<file path="src/rtl/fifo_burst_drain.sv">
// Read-side drain for a registered-read FIFO: emits fixed-size bursts on a valid/ready stream,
// with partial bursts forced by flush or an idle timeout.
module fifo_burst_drain #(
    parameter int DATA_WIDTH = 64,
    parameter int FIFO_DEPTH = 64,
    parameter int BURST_LEN  = 16,
    parameter int TIMEOUT    = 255
) (
    input  logic                        clk,
    input  logic                        rst,
    output logic                        fifo_rd_en,
    input  logic [DATA_WIDTH-1:0]       fifo_rd_data,
    input  logic                        fifo_empty,
    input  logic [$clog2(FIFO_DEPTH):0] fifo_count,
    input  logic                        flush,
    output logic                        m_valid,
    output logic [DATA_WIDTH-1:0]       m_data,
    output logic                        m_last,
    input  logic                        m_ready,
    output logic                        busy
);
    localparam int CW = $clog2(FIFO_DEPTH) + 1;
    localparam int LW = $clog2(BURST_LEN) + 1;
    localparam int TW = $clog2(TIMEOUT + 1);

    typedef enum logic {IDLE, BURST} state_t;

    state_t                state;
    logic [LW-1:0]         len;
    logic [LW-1:0]         issued;
    logic [LW-1:0]         sent;
    logic [TW-1:0]         timer;
    logic                  inflight;
    logic [DATA_WIDTH-1:0] buf_mem [3];
    logic [1:0]            wr_ptr;
    logic [1:0]            rd_ptr;
    logic [1:0]            occ;

    logic fifo_nz;
    logic trig_full;
    logic trig_short;
    logic trigger;
    logic xfer;

    assign fifo_nz    = fifo_count != '0;
    assign trig_full  = fifo_count >= CW'(BURST_LEN);
    assign trig_short = fifo_nz && (flush || timer == TW'(TIMEOUT));
    assign trigger    = (state == IDLE) && (trig_full || trig_short);

    assign busy    = state == BURST;
    assign m_valid = occ != 2'd0;
    assign m_data  = buf_mem[rd_ptr];
    assign m_last  = m_valid && (sent == len - LW'(1));
    assign xfer    = m_valid && m_ready;

    // A read is only issued if the 3-entry buffer can absorb it even if the stream stalls.
    assign fifo_rd_en = busy && (issued < len) && !fifo_empty
                        && (({1'b0, occ} + {2'b00, inflight}) <= 3'd2);

    always_ff @(posedge clk or posedge rst) begin
        if (rst) begin
            state    <= IDLE;
            len      <= '0;
            issued   <= '0;
            sent     <= '0;
            timer    <= '0;
            inflight <= 1'b0;
            wr_ptr   <= 2'd0;
            rd_ptr   <= 2'd0;
            occ      <= 2'd0;
            for (int i = 0; i < 3; i++) buf_mem[i] <= '0;
        end else begin
            inflight <= fifo_rd_en;
            if (inflight) begin
                buf_mem[wr_ptr] <= fifo_rd_data;
                wr_ptr          <= (wr_ptr == 2'd2) ? 2'd0 : wr_ptr + 2'd1;
            end
            if (xfer) begin
                rd_ptr <= (rd_ptr == 2'd2) ? 2'd0 : rd_ptr + 2'd1;
                sent   <= sent + LW'(1);
            end
            occ <= occ + {1'b0, inflight} - {1'b0, xfer};
            if (fifo_rd_en) issued <= issued + LW'(1);

            case (state)
                IDLE: begin
                    if (trigger) begin
                        state  <= BURST;
                        len    <= trig_full ? LW'(BURST_LEN) : LW'(fifo_count);
                        issued <= '0;
                        sent   <= '0;
                        timer  <= '0;
                    end else if (!fifo_nz) begin
                        timer <= '0;
                    end else if (timer != TW'(TIMEOUT)) begin
                        timer <= timer + TW'(1);
                    end
                end
                BURST: begin
                    timer <= '0;
                    if (xfer && m_last) state <= IDLE;
                end
                default: state <= IDLE;
            endcase
        end
    end
endmodule

</file>
<file path="config.mk">
export PLATFORM = sky130hd
export DESIGN_NAME = fifo_burst_drain
export DESIGN_NICKNAME = d
export VERILOG_FILES = /design/src/rtl/fifo_burst_drain.sv
export SDC_FILE = /design/constraint.sdc
export NUM_CORES = 1
export LEC_CHECK = 0
export CAP_MARGIN = 10
export CORE_MARGIN = 2
export CORE_UTILIZATION = 59
export DETAILED_ROUTE_END_ITERATION = 7
export MAX_ROUTING_LAYER = met4
export PLACE_DENSITY_LB_ADDON = 0.05
export SKIP_LAST_GASP = 1
export SLEW_MARGIN = 20
export SYNTH_ARGS = -nofsm -noshare
export SYNTH_HDL_FRONTEND = slang
export SYNTH_SLANG_ARGS = --single-unit
</file>
<file path="constraint.sdc">
create_clock -name clk -period 23.1 [get_ports clk]
set_clock_uncertainty 0.15 [all_clocks]
set_input_delay 6.93 -clock clk [delete_from_list [all_inputs] [get_ports clk]]
set_output_delay 6.93 -clock clk [all_outputs]
set_load 0.01 [all_outputs]
</file>
==> reports/metrics.yaml <==
clock-sinks: 223
rsz0062_at_grt: "no"
cpPeakStageDelay_ns: 0.54
dieHeight_microns: 134.5
post_cts_buffers: 0
grt_max_degree: 135
syn_area_sq_mm: 0.01004
dp_cells: 1110
synth_cells: 785
die_area_sq_mm: 0.01808
synth_top_area_share_pct: 55.56
drive_gt1_share_pct: 27.25
core_area_sq_mm: 0.01658
wl_per_cell_microns: 18.68
ys_seq_area_share_pct: 55.56
globalRouteTotalUtil_pct: 25.23
synth_top_area_cell: "dfrtp_1"
min_period_over_period_pct: 66.90
post_cts_resized: 0
grt_pass1_wl_microns: 35450
leakage_nw: 5.265
dpl.hpwl_microns: 13330
path_max_fanout: 9
start_util_pct: 60.56
synth_flop_cell: "dfrtp_1"
cts_tree: "done"
slowest_stage: "clkdlybuf4s50_1"
drc: 0
crit_arrival_ns: 8.37
syn_avg_cell_area_sq_um: 12.79
criticalPathCategory: "input pin to primary output"
min_period_ns: 15.45
firstDrtPassIters: 4
synth_nets: 874
hp-class: "flop to flop"
overflow: 0
cpMostUsedCell: "clkdlybuf4s50_1"
io_buffers: 143
finalSetupTns_ns: 0
fin_cells: 1153
synth_seq_cells: 223
place_congestion: 0.7568
ys_warn_count: 0
ir_worst_vdd_uv: 86.79
crit_chain: "clkdlybuf4s50_1 -> nor3b_2 -> o211ai_2 -> inv_1 -> clkdlybuf4s50_1"
ant_nets: 0
power.density_mw_per_mm2: 152.7
viasPerCell: 5.699
cap_violations: 0
slew-limit-headroom_pct: 29.92
yosysUniqueCellTypes: 42
critical_path.top_delay_family: "buffers and inverters"
root_buffer: "clkbuf_16"
ctsHtreeMaxLevel: 1
end_kind: "primary output"
setup_viol: 0
synth_area_leaders: "dfrtp_1, mux2_2, mux2i_1, o21ai_0, nand2_1"
cp.required_ns: 16.02
status: "finished clean"
clkLatencyLatePin_ns: 0.51
grt_pass1_vias: 7115
io_pins: 144
synth_most_common_cell: "dfrtp_1"
vias: 6571
worst_pin_slew_ns: 1.051
hold_violations: 0
synth_edf_count: 0
maxSlewViolCount: 0
die_w_microns: 134.5
drtIter0Drc: 281
totalWireLength_microns: 21540
numCtsBuffers: 24
cts_buffer_depth: 3
ctsHoldBuffers: 0
synthTopCellsByCount: "dfrtp_1, mux2_2, nand2_1"
async_reset_ff_share_pct: 100.0
timing.fmax_mhz: 64.71
nets: 1005
grt_antenna_before_repair: 1
syn_to_final_growth_pct: 24.78
cp_num_buf_inv: 3
rows: 47
clk_pin_slew_ns: 0.06
startpoint_type: "input pin"
registers in the layout (all words and copies together), names as in the netlist:
name      count
buf_mem     192
timer         8
issued        5
len           5
sent          5
occ           2
rd_ptr        2
wr_ptr        2
busy          1
inflight      1
final timing paths:
kind,start,endpoint,slack [ns],depth (start not counted)
min in group asynchronous,rst,buf_mem[99],6.87,2
worst min register to register,buf_mem[93],buf_mem[93],0.35,1
max in group asynchronous,rst,buf_mem[10],14.66,3
worst min-delay path,buf_mem[93],buf_mem[93],0.35,1
worst max register to register,inflight,buf_mem[37],20.66,4
worst max-delay path,fifo_empty,fifo_rd_en,7.65,5
cell type report:
| class | instances | area [sq um] |
|---|---|---|
| repair buffers | 150 | 1488 |
| flip-flops and latches | 223 | 5585 |
| well taps | 220 | 275.3 |
| inverters | 16 | 67.56 |
| clock buffers | 33 | 725.7 |
| diodes | 1 | 2.502 |
| multi-input cells | 501 | 4238 |
| clock inverters | 9 | 150.1 |
| fillers | 1092 | 4051 |
cell usage in the layout, fill, tap and decap left out, types with 2 or more instances in the layout:
| cell type | instances |
|---|---|
| dfrtp_1 | 221 |
| nor3_1 | 3 |
| a21o_1 | 3 |
| clkdlybuf4s50_1 | 143 |
| mux2i_1 | 65 |
| o22ai_1 | 11 |
| buf_4 | 6 |
| clkinv_2 | 3 |
| nor2_1 | 17 |
| and4_1 | 2 |
| nand3_1 | 6 |
| clkbuf_8 | 7 |
| clkinvlp_4 | 2 |
| o21ai_0 | 61 |
| inv_1 | 14 |
| nand4_1 | 3 |
| xor2_1 | 11 |
| nand2_1 | 72 |
| or3_1 | 3 |
| xnor2_1 | 7 |
| mux2_2 | 193 |
| clkbuf_16 | 25 |
| nor3b_2 | 2 |
| a21oi_1 | 4 |
| a22o_1 | 4 |
| bufinv_16 | 4 |
| ha_1 | 13 |
where the power goes:
part / leakage, nW / internal, mW / switching (mW)
Clock: 0.428 / 0.263 / 0.149
Combinational: 2.19 / 0.454 / 0.347
Sequential: 2.64 / 0.582 / 0.119
Total: 5.26 / 1.30 / 0.614
per-layer routing:
metal,track usage [%],part of all wire (%),up-vias
met5,-,0,-
met4,6.550,1.7,0
met3,4.017,5.3,38
met2,44.22,52,152
met1,30.74,41,3338
li1,-,-,3043
cells by family (layout without fill, tap and decap cells):
family	Yosys count	count (layout)	synth area share [%]
compound gates	91	91	5.220
xor+xnor	18	18	1.570
fa+ha+maj	13	13	1.620
buf+inv	61	208	2.504
flops	223	223	55.56
mux	258	258	28.12
other cells	0	1	0
simple gates	121	121	5.407
metrics by stage:
stage               hold WS, ns  power [mW]  setup WS, ns  instance area [sq um]  utilization, %
finish                   0.3528       1.914         7.645                  12530           75.57
global route             0.3635       2.031         7.560                  12530           75.57
CTS                      0.3568       1.932         7.646                  12530           75.53
detailed placement       0.3432       1.511         7.635                  11650           70.25
global placement         0.3361       1.462         7.669                  11650           70.25
floorplan                0.3223       1.167         8.625                  10040               -
Power figures use the tool's default switching activity.
